[config.mk]
export PLATFORM = sky130hd
export DESIGN_NAME = alu_cmd_sequencer_flat
export DESIGN_NICKNAME = d
export VERILOG_FILES = /design/src/rtl/alu_cmd_sequencer_pkg.sv /design/src/rtl/alu_cmd_sequencer_if.sv /design/src/rtl/alu_cmd_sequencer_lat_counter.sv /design/src/rtl/alu_cmd_sequencer.sv /design/src/flat_wrapper.sv
export SDC_FILE = /design/constraint.sdc
export NUM_CORES = 1
export LEC_CHECK = 0
export CORE_MARGIN = 10
export CORE_UTILIZATION = 43
export DETAILED_ROUTE_END_ITERATION = 8
export DONT_BUFFER_PORTS = 1
export SYNTH_ARGS = -nofsm -noshare
export SYNTH_HDL_FRONTEND = slang
export SYNTH_HIERARCHICAL = 1
export SYNTH_SLANG_ARGS = --single-unit
[constraint.sdc]
create_clock -name clk -period 3.44 [get_ports clk]
set_input_delay 0.688 -clock clk [delete_from_list [all_inputs] [get_ports clk]]
set_output_delay 0.688 -clock clk [all_outputs]
set_load 0.02 [all_outputs]
[src/rtl/alu_cmd_sequencer_pkg.sv]
// rtl/alu_cmd_sequencer_pkg.sv - shared types and constants for the ALU command sequencer
package alu_seq_pkg;

  typedef enum logic [2:0] {
    IDLE    = 3'd0,
    GET_A   = 3'd1,
    LOAD_A  = 3'd2,
    GET_B   = 3'd3,
    EXEC    = 3'd4,
    SEND_LO = 3'd5,
    SEND_HI = 3'd6
  } seq_state_t;

  // Header byte layout: [2:0] op, [4:3] flagctl, [7:5] reserved
  localparam int OP_LSB   = 0;
  localparam int FLAG_LSB = 3;
  localparam int RSVD_LSB = 5;

  localparam int LAT_MAX = 7;

endpackage

[src/rtl/alu_cmd_sequencer_if.sv]
// rtl/alu_cmd_sequencer_if.sv - byte-wide command and response streams of the sequencer
interface alu_cmd_sequencer_if;

  logic [7:0] in_data;
  logic       in_valid;
  logic       in_ready;
  logic [7:0] out_data;
  logic       out_valid;
  logic       out_ready;

  modport master (
    output in_data, in_valid, out_ready,
    input  in_ready, out_data, out_valid
  );

  modport slave (
    input  in_data, in_valid, out_ready,
    output in_ready, out_data, out_valid
  );

endinterface

[src/rtl/alu_cmd_sequencer_lat_counter.sv]
// rtl/alu_cmd_sequencer_lat_counter.sv - 3-bit load/decrement counter timing result capture
module alu_seq_lat_counter (
  input  logic       clk,
  input  logic       rst_n,
  input  logic       load,
  input  logic [2:0] load_val,
  input  logic       dec,
  output logic       done
);

  logic [2:0] cnt_q;

  // done marks the final counted cycle, so capture lands on cycle N of N
  assign done = dec && (cnt_q == 3'd1);

  always_ff @(posedge clk or negedge rst_n) begin
    if (!rst_n) begin
      cnt_q <= 3'd0;
    end else if (load) begin
      cnt_q <= load_val;
    end else if (dec && (cnt_q != 3'd0)) begin
      cnt_q <= cnt_q - 3'd1;
    end
  end

endmodule

[src/rtl/alu_cmd_sequencer.sv]
// rtl/alu_cmd_sequencer.sv - packs a 3-byte command onto the ALU pins and returns a 2-byte result
module alu_cmd_sequencer
  import alu_seq_pkg::*;
#(
  parameter int RESULT_LAT  = 1,
  parameter bit ERR_ON_RSVD = 1'b1
) (
  input  logic              clk,
  input  logic              rst_n,
  alu_cmd_sequencer_if.slave s,
  output logic [7:0]        alu_operand,
  output logic              alu_en_a,
  output logic [2:0]        alu_op,
  output logic [1:0]        alu_flagctl,
  input  logic [13:0]       alu_result,
  input  logic              alu_flag,
  input  logic              alu_ovf,
  output logic              busy,
  output logic              err,
  output logic [7:0]        cmd_count
);

  localparam logic [2:0] LAT_LOAD =
    (RESULT_LAT < 1 || RESULT_LAT > LAT_MAX) ? 3'(LAT_MAX) : 3'(RESULT_LAT);

  seq_state_t  state_q, state_d;
  logic [2:0]  op_q;
  logic [1:0]  flagctl_q;
  logic [7:0]  a_q, b_q;
  logic [15:0] res_q;
  logic        err_q;
  logic [7:0]  count_q;

  logic        in_ready, out_valid;
  logic [7:0]  out_data;
  logic        lat_load, lat_dec, lat_done;
  logic        in_fire, out_fire, rsvd_bad;

  assign in_fire  = s.in_valid && in_ready;
  assign out_fire = out_valid && s.out_ready;
  assign rsvd_bad = ERR_ON_RSVD && (|s.in_data[7:RSVD_LSB]);

  alu_seq_lat_counter u_lat (
    .clk      (clk),
    .rst_n    (rst_n),
    .load     (lat_load),
    .load_val (LAT_LOAD),
    .dec      (lat_dec),
    .done     (lat_done)
  );

  always_comb begin
    state_d     = state_q;
    in_ready    = 1'b0;
    out_valid   = 1'b0;
    out_data    = 8'h00;
    alu_operand = 8'h00;
    alu_en_a    = 1'b0;
    lat_load    = 1'b0;
    lat_dec     = 1'b0;
    case (state_q)
      IDLE: begin
        in_ready = 1'b1;
        if (in_fire && !rsvd_bad) state_d = GET_A;
      end
      GET_A: begin
        in_ready = 1'b1;
        if (in_fire) state_d = LOAD_A;
      end
      LOAD_A: begin
        alu_operand = a_q;
        alu_en_a    = 1'b1;
        state_d     = GET_B;
      end
      GET_B: begin
        in_ready = 1'b1;
        if (in_fire) begin
          lat_load = 1'b1;
          state_d  = EXEC;
        end
      end
      EXEC: begin
        alu_operand = b_q;
        lat_dec     = 1'b1;
        if (lat_done) state_d = SEND_LO;
      end
      SEND_LO: begin
        out_valid = 1'b1;
        out_data  = res_q[7:0];
        if (out_fire) state_d = SEND_HI;
      end
      SEND_HI: begin
        out_valid = 1'b1;
        out_data  = res_q[15:8];
        if (out_fire) state_d = IDLE;
      end
      default: state_d = IDLE;
    endcase
  end

  always_ff @(posedge clk or negedge rst_n) begin
    if (!rst_n) begin
      state_q   <= IDLE;
      op_q      <= 3'd0;
      flagctl_q <= 2'd0;
      a_q       <= 8'h00;
      b_q       <= 8'h00;
      res_q     <= 16'h0000;
      err_q     <= 1'b0;
      count_q   <= 8'h00;
    end else begin
      state_q <= state_d;
      // A rejected header leaves op/flagctl untouched so the ALU pins stay quiet
      if (state_q == IDLE && in_fire) begin
        if (rsvd_bad) begin
          err_q <= 1'b1;
        end else begin
          op_q      <= s.in_data[OP_LSB +: 3];
          flagctl_q <= s.in_data[FLAG_LSB +: 2];
          err_q     <= 1'b0;
        end
      end
      if (state_q == GET_A && in_fire) a_q <= s.in_data;
      if (state_q == GET_B && in_fire) b_q <= s.in_data;
      if (state_q == EXEC && lat_done) res_q <= {alu_ovf, alu_flag, alu_result};
      if (state_q == SEND_HI && out_fire) count_q <= count_q + 8'd1;
    end
  end

  assign s.in_ready  = in_ready;
  assign s.out_valid = out_valid;
  assign s.out_data  = out_data;
  assign alu_op      = op_q;
  assign alu_flagctl = flagctl_q;
  assign busy        = (state_q != IDLE);
  assign err         = err_q;
  assign cmd_count   = count_q;

endmodule

[src/flat_wrapper.sv]
// flat-port wrapper written by rule: the top's interface ports become plain ports
module alu_cmd_sequencer_flat import alu_seq_pkg::*;
#(
  parameter int RESULT_LAT  = 1,
  parameter bit ERR_ON_RSVD = 1'b1
)
  (clk, rst_n, alu_operand, alu_en_a, alu_op, alu_flagctl, alu_result, alu_flag, alu_ovf, busy, err, cmd_count, s_in_data, s_in_valid, s_out_ready, s_in_ready, s_out_data, s_out_valid);
  alu_cmd_sequencer_if s_i ();
  input  logic clk;
  input  logic rst_n;
  output logic [7:0] alu_operand;
  output logic alu_en_a;
  output logic [2:0] alu_op;
  output logic [1:0] alu_flagctl;
  input  logic [13:0] alu_result;
  input  logic alu_flag;
  input  logic alu_ovf;
  output logic busy;
  output logic err;
  output logic [7:0] cmd_count;
  input wire logic [$bits(s_i.in_data)-1:0] s_in_data;
  input wire logic [$bits(s_i.in_valid)-1:0] s_in_valid;
  input wire logic [$bits(s_i.out_ready)-1:0] s_out_ready;
  output wire logic [$bits(s_i.in_ready)-1:0] s_in_ready;
  output wire logic [$bits(s_i.out_data)-1:0] s_out_data;
  output wire logic [$bits(s_i.out_valid)-1:0] s_out_valid;
  assign s_i.in_data = s_in_data;
  assign s_i.in_valid = s_in_valid;
  assign s_i.out_ready = s_out_ready;
  assign s_in_ready = s_i.in_ready;
  assign s_out_data = s_i.out_data;
  assign s_out_valid = s_i.out_valid;
  alu_cmd_sequencer #(.RESULT_LAT(RESULT_LAT), .ERR_ON_RSVD(ERR_ON_RSVD)) u_core (.clk(clk), .rst_n(rst_n), .s(s_i), .alu_operand(alu_operand), .alu_en_a(alu_en_a), .alu_op(alu_op), .alu_flagctl(alu_flagctl), .alu_result(alu_result), .alu_flag(alu_flag), .alu_ovf(alu_ovf), .busy(busy), .err(err), .cmd_count(cmd_count));
endmodule
==> metrics.md, run 1 <==
| Metric | Value |
|---|---|
| Status | `completed` |
| CP required | `2.75 ns` |
| Post-synth EDFFs | `0` |
| Residual DRC count | `0` |
| CTS Buf Count | `5` |
| I/O Buffers | `0` |
| Drt pass-1 iters | `5` |
| Cells after Synth | `194` |
| Antenna violations before repair | `0` |
| Gpl congestion | `0.765` |
| Die ar. | `9200 sq um` |
| Met1 Use GR | `13.9%` |
| DRT antenna net count | `0` |
| Fin area | `2640 sq um` |
| # IOs | `62` |
| Asr flop ratio synth | `100%` |
| Area Growth Syn to Fin | `6.57%` |
| Worst vdd ir | `0.000340 V` |
| Final worst path period share | `81.5%` |
| Slew of the pin with the lowest slew margin | `0.734 ns` |
| Die width | `95.9 microns` |
| Crit Path Category | `reg2out` |
| CTS clk-pin slew, worst paths | `0.09 ns` |
| Max-slew violations | `0` |
| Cell variety after synth | `41` |
| Unrepaired setup endpoints after global routing | `false` |
| CTS max path bufs | `2` |
| Post-synth top area cell | `dfrtp_1` |
| Vias/cell | `5.61` |
| Top cell type's share of synthesized area | `52.5%` |
| Root buf cell | `clkbuf_8` |
| Setup TNS | `0 ns` |
| Synth area leaders | `dfrtp_1, mux2_2, mux2_1` |
| Cts hold-fix bufs | `0` |
| Clock Skew | `0.00759 ns` |
| Crit-path max FO | `13` |
| GRT Total Usage | `12.0%` |
| Row count | `27` |
| Min Hold Slack | `0.0658 ns` |
| H-tree levels | `2` |
| Critical Path AT | `2.12 ns` |
| Core area | `5540 sq um` |
| GR peak layer | `met2` |
| Initial Util | `44.7%` |
| Synthesized area per cell | `12.8 sq um` |
| Placed cells | `260` |
| Layout cells sized above 1 | `23.0%` |
| Most common cell in the netlist | `dfrtp_1` |
| Prevailing post-synth register cell | `dfrtp_1` |
| Vias | `1503` |
| Cts repair resizes | `0` |
| Setup-failing EPs final | `0` |
| DRT iter0 DRCs | `77` |
| #FFs+latches synth | `52` |
| Later-pin clock latency in the skew report | `0.31 ns` |
| Synth warnings | `6` |
| Total clock sinks | `52` |
| Pwr/cell area | `809 nW/um^2` |
| Grt ovf | `0` |
| Post-Layout Cell Count | `268` |
| Final hold vios | `0` |
| First-pass GRT wire length | `8540 microns` |
| DIE HEIGHT | `95.9 microns` |
| Fmax | `0.357 GHz` |
| Inserted Diodes | `0` |
| WL per Instance | `20.0 microns` |
| CTS tree | `done` |
| Worst Hold Class | `in2async` |
| Top cells by count, synth | `dfrtp_1, mux2_2, nor2b_1, mux2_1, a22o_1` |
| CP endpoint kind | `primary output` |
| Sequential-to-total area share from yosys stat | `52.5%` |
| Post-Syn Area | `2480 sq um` |
| Rel. slew slack | `51.1%` |
| Nets | `227` |
| HPWL Detailed | `3870 microns` |
| Pin count of the biggest net entering global routing | `53` |
| Number of global-route vias before repair | `1579` |
| Post CTS Setup Buffer Count | `0` |
| Startpoint types | `flip-flop` |
| Max-cap violations | `0` |
| M2 GR Usage | `18.9%` |
| Global Route met3 Usage | `6.38%` |
| Filler Cell Count | `496` |
| Final wirelength | `5360 microns` |
| Leakage | `1.18 nW` |
| Post-layout min period | `2.80 ns` |
| Dpl cell area | `2540 sq um` |
## power breakdown
part	internal [mW]	total (mW)	switching, mW
Combinational	0.335	0.729	0.395
Clock	0.169	0.372	0.203
Sequential	0.811	1.03	0.223
Total	1.31	2.13	0.821
## per-layer routing
layer  up-vias  part of all wire, %
li1        693                    -
met1       753                   40
met3         5                   12
met4         0                 0.97
met2        52                   47
met5         -                    0
## worst paths after layout
path	endpoint	cells after the start	slack, ns	startpoint
max in group asynchronous	u_core/b_q[1]	0	3.29	rst_n
hold / removal	u_core/res_q[2]	0	0.07	rst_n
setup / recovery	s_out_data[1]	4	0.64	u_core/state_q[1]
min in group clk	u_core/res_q[7]	1	0.50	u_core/res_q[7]
hold reg to reg	u_core/res_q[7]	1	0.50	u_core/res_q[7]
setup reg to reg	u_core/res_q[2]	4	0.91	u_core/state_q[1]
## flip-flops by register name, summed over array words and instances (netlist names)
signal,cells
u_core/res_q,16
u_core/a_q,8
u_core/b_q,8
u_core/cmd_count,8
u_core/alu_op,3
u_core/state_q,3
u_core/u_lat/cnt_q,3
u_core/alu_flagctl,2
u_core/err,1
## critical path: stages (launching register included)
cell and delay [ns]:
dfrtp_1 0.62, nor2b_1 0.46, buf_4 0.23, a22oi_1 0.10, nor2b_1 0.40
## cell families (layout without fill, tap and decap cells)
family,count (synthesis),count (layout),synth area share [%]
flops,52,52,52.5
xor+xnor,7,7,2.47
simple gates,44,44,12.0
mux,41,41,18.6
compound gates,28,28,8.84
other cells,2,3,0.303
fa+ha+maj,4,4,2.02
buf+inv,16,17,3.23
## cell usage in the layout (no fill, tap or decap), types with 2 or more instances in the layout
| cell type | synthesis | layout |
|---|---|---|
| a21oi_1 | 3 | 3 |
| a22o_1 | 9 | 9 |
| a22oi_1 | 8 | 8 |
| and2_1 | 2 | 2 |
| and3_1 | 2 | 2 |
| and4_1 | 2 | 2 |
| buf_4 | 1 | 4 |
| clkbuf_8 | 0 | 6 |
| conb_1 | 2 | 3 |
| dfrtp_1 | 52 | 52 |
| ha_1 | 4 | 4 |
| inv_1 | 5 | 5 |
| inv_6 | 0 | 2 |
| mux2_1 | 10 | 10 |
| mux2_2 | 30 | 30 |
| nand2_1 | 7 | 7 |
| nand3_1 | 3 | 3 |
| nand4_1 | 2 | 2 |
| nor2b_1 | 13 | 13 |
| o311ai_0 | 2 | 2 |
| or4b_1 | 3 | 3 |
| xnor2_1 | 6 | 6 |
## through the flow
step	total power, mW	util, %	setup WS (ns)
final	2.13	47.7	0.636
after global routing	2.29	47.7	0.434
after CTS	2.17	47.7	0.583
after detailed placement	1.79	45.8	0.919
after global placement	1.73	45.8	0.988
after floorplan	1.61	-	1.33
## cell type report
cell class                 instances  area [sq um]  share of cell area (%)
tap                               72          90.1                    3.41
clock buffer                       6          82.6                    3.13
timing repair buffer               4          30.0                    1.14
clock inverter                     2          17.5                   0.664
inverter                           5          18.8                   0.711
multi-input combinational        127          1100                    41.7
sequential                        52          1300                    49.3
No activity file was read; power rests on OpenSTA's default activity.
==> inputs of run 2 (changes only) <==
==> constraint.sdc (replaced) <==
create_clock -name clk -period 2.8 [get_ports clk]
set_input_delay 0.56 -clock clk [delete_from_list [all_inputs] [get_ports clk]]
set_output_delay 0.56 -clock clk [all_outputs]
set_load 0.02 [all_outputs]
==> metrics.md, run 2 (synthesis results as in run 1) <==
| Metric | Value |
|---|---|
| Status | `completed (unchanged)` |
| Crit-path leading delay family | `simple AND/OR/NAND/NOR gates (unchanged)` |
| Max-slew violations | `0 (unchanged)` |
| CTS Buf Count | `5 (unchanged)` |
| Power share of the clock group | `21.0% (was 17.4%)` |
| Row count | `27 (unchanged)` |
| CP required | `2.24 ns (was 2.75 ns)` |
| Crit Path Category | `reg2out (unchanged)` |
| Final hold vios | `0 (unchanged)` |
| Area of the multi-input gates | `1100 sq um (about the same)` |
| Gpl congestion | `0.746 (was 0.765)` |
| Critical Path AT | `1.93 ns (was 2.12 ns)` |
| FF+latch area | `1300 sq um (unchanged)` |
| Gate power share | `33.6% (was 34.2%)` |
| Core area | `5540 sq um (unchanged)` |
| Die ar. | `9200 sq um (unchanged)` |
| Max-cap violations | `0 (unchanged)` |
| Fmax | `0.401 GHz` |
| Rel. slew slack | `49.6% (was 51.1%)` |
| DRT antenna net count | `0 (unchanged)` |
| I/O Buffers | `0 (unchanged)` |
| Residual DRC count | `0 (unchanged)` |
| Layout cells sized above 1 | `24.6% (was 23.0%)` |
| CTS clk-pin slew, worst paths | `0.09 ns (about the same)` |
| Setup TNS | `0 ns (unchanged)` |
| Total clock sinks | `52 (unchanged)` |
| # IOs | `62 (unchanged)` |
| Die width | `95.9 microns (unchanged)` |
| Inserted Diodes | `0 (unchanged)` |
| Vias | `1521 (was 1503)` |
| Filler Cell Count | `495 (was 496)` |
| Root buf cell | `clkbuf_8 (unchanged)` |
| FF-to-FF setup slack | `0.69 ns (was 0.91 ns)` |
| Drt pass-1 iters | `4 (was 5)` |
| Post-layout min period | `2.49 ns` |
| CTS tree | `done (unchanged)` |
| CTS max path bufs | `2 (unchanged)` |
| Worst r2r path cells | `6 (was 4)` |
| Number of global-route vias before repair | `1593 (was 1579)` |
| Highest-count cells in the layout ignoring fill and taps | `dfrtp_1, mux2_2, nor2b_1 (unchanged)` |
| Slowest-stage cell, CP | `dfrtp_1 (unchanged)` |
| Area Growth Syn to Fin | `9.85% (was 6.57%)` |
| Most common library cell in the layout ignoring fill and taps | `dfrtp_1 (unchanged)` |
| CP max stage delay | `0.60 ns (was 0.62 ns)` |
| Later-pin clock latency in the skew report | `0.30 ns (was 0.31 ns)` |
| Psw | `1.02 mW (was 0.821 mW)` |
| Pwr/cell area | `1030 nW/um^2 (was 809 nW/um^2)` |
| CP endpoint kind | `primary output (unchanged)` |
| Largest register FFs | `16 (unchanged)` |
| Slew of the pin with the lowest slew margin | `0.753 ns (was 0.734 ns)` |
| Dpl cell area | `2560 sq um (was 2540 sq um)` |
| DRT iter0 DRCs | `47 (was 77)` |
| HPWL Detailed | `3870 microns (about the same)` |
| H-tree levels | `2 (unchanged)` |
| First-pass GRT wire length | `8410 microns (was 8540 microns)` |
| Leakage | `1.22 nW (was 1.18 nW)` |
| Initial Util | `44.7% (unchanged)` |
| Worst path cell trace | `nor2b_2 > a22oi_1 > nor2b_1 (was nor2b_1 > buf_4 > a22oi_1 > nor2b_1)` |
| Antenna violations before repair | `0 (unchanged)` |
| Pin count of the biggest net entering global routing | `53 (unchanged)` |
| Final worst path period share | `89.0%` |
| Internal power | `1.78 mW (was 1.31 mW)` |
| Worst vdd ir | `0.000436 V (was 0.000340 V)` |
| Launch point of the worst reg-to-reg path | `u_core/state_q[1] (unchanged)` |
| Biggest register | `u_core/res_q (unchanged)` |
| Worst Hold Class | `in2async (unchanged)` |
| Worst R2R End | `u_core/state_q[0] (was u_core/res_q[2])` |
| Final wirelength | `5380 microns (was 5360 microns)` |
| Vias/cell | `5.61 (about the same)` |
| Fin area | `2720 sq um (was 2640 sq um)` |
| Startpoint types | `flip-flop (unchanged)` |
| Unrepaired setup endpoints after global routing | `false (unchanged)` |
| WL per Instance | `19.9 microns (was 20.0 microns)` |
| Crit path buffers/inverters | `0 (was 1)` |
| Nets | `231 (was 227)` |
| Sequential power share | `45.4% (was 48.4%)` |
| Clock Skew | `0.00295 ns (was 0.00759 ns)` |
| Grt ovf | `0 (unchanged)` |
| DIE HEIGHT | `95.9 microns (unchanged)` |
| GRT Total Usage | `12.0% (about the same)` |
| Crit-path max FO | `13 (unchanged)` |
| Setup-failing EPs final | `0 (unchanged)` |
| Switching share of power | `36.5% (was 38.4%)` |
[run 2: power by group through the flow]
stage / Clock, mW / Combinational, mW / Sequential, mW
floorplan: 0 / 0.774 / 1.20
global placement: 0 / 0.877 / 1.26
detailed placement: 0 / 0.929 / 1.28
CTS: 0.604 / 0.952 / 1.27
global route: 0.635 / 1.04 / 1.31
finish: 0.587 / 0.940 / 1.27
[run 2: timing repair]
| action | CTS | global route |
|---|---|---|
| gates resized for setup | 0 | 1 |
| endpoints found under the setup margin | 0 | 7 |
| hold endpoints to repair | 52 | 0 |
| buffers inserted | 0 | 0 |
| hold buffers | 1 | 0 |
[run 2: cell type report]
class,instances,area share [%]
clock inverter,2,2.21
tap,72,3.31
clock buffer,5,2.53
sequential,52,47.8
timing repair buffer,8,2.94
inverter,5,0.690
multi-input combinational,127,40.5
[run 2: routing by layer]
metal	track usage [%]	wire length, microns	share of wire [%]
met1	13.6	2130	40
met2	18.3	2510	47
met3	7.55	679	13
met4	3.93	64	1.2
met5	0	0	0
[run 2: worst register-to-register path, stage by stage (launching register included)]
cell,delay (ns)
dfrtp_1,0.54
nor3b_4,0.25
buf_4,0.23
and3_1,0.19
mux2i_1,0.09
a211oi_1,0.33
mux2_2,0.37
[run 2: worst max path at each step]
stage,cells after the start,slack (ns),from,endpoint
after floorplan,4,0.82,u_core/state_q[2],alu_operand[0]
after global placement,3,0.56,u_core/state_q[0],s_out_data[1]
after detailed placement,3,0.45,u_core/state_q[0],s_out_data[1]
after CTS,3,0.10,u_core/state_q[0],s_out_data[1]
after global routing,3,0.16,u_core/state_q[0],s_out_data[0]
final,3,0.31,u_core/state_q[0],s_out_data[1]
[run 2: stage by stage]
step	std cells	hold slack (ns)	setup slack [ns]	utilization, %	power, mW
after floorplan	195	0.264	0.821	-	1.98
after global placement	263	0.266	0.563	46.3	2.14
after detailed placement	263	0.266	0.454	46.3	2.21
after CTS	271	0.104	0.105	49.1	2.82
after global routing	271	0.101	0.159	49.1	2.98
final	271	0.0958	0.308	49.1	2.79
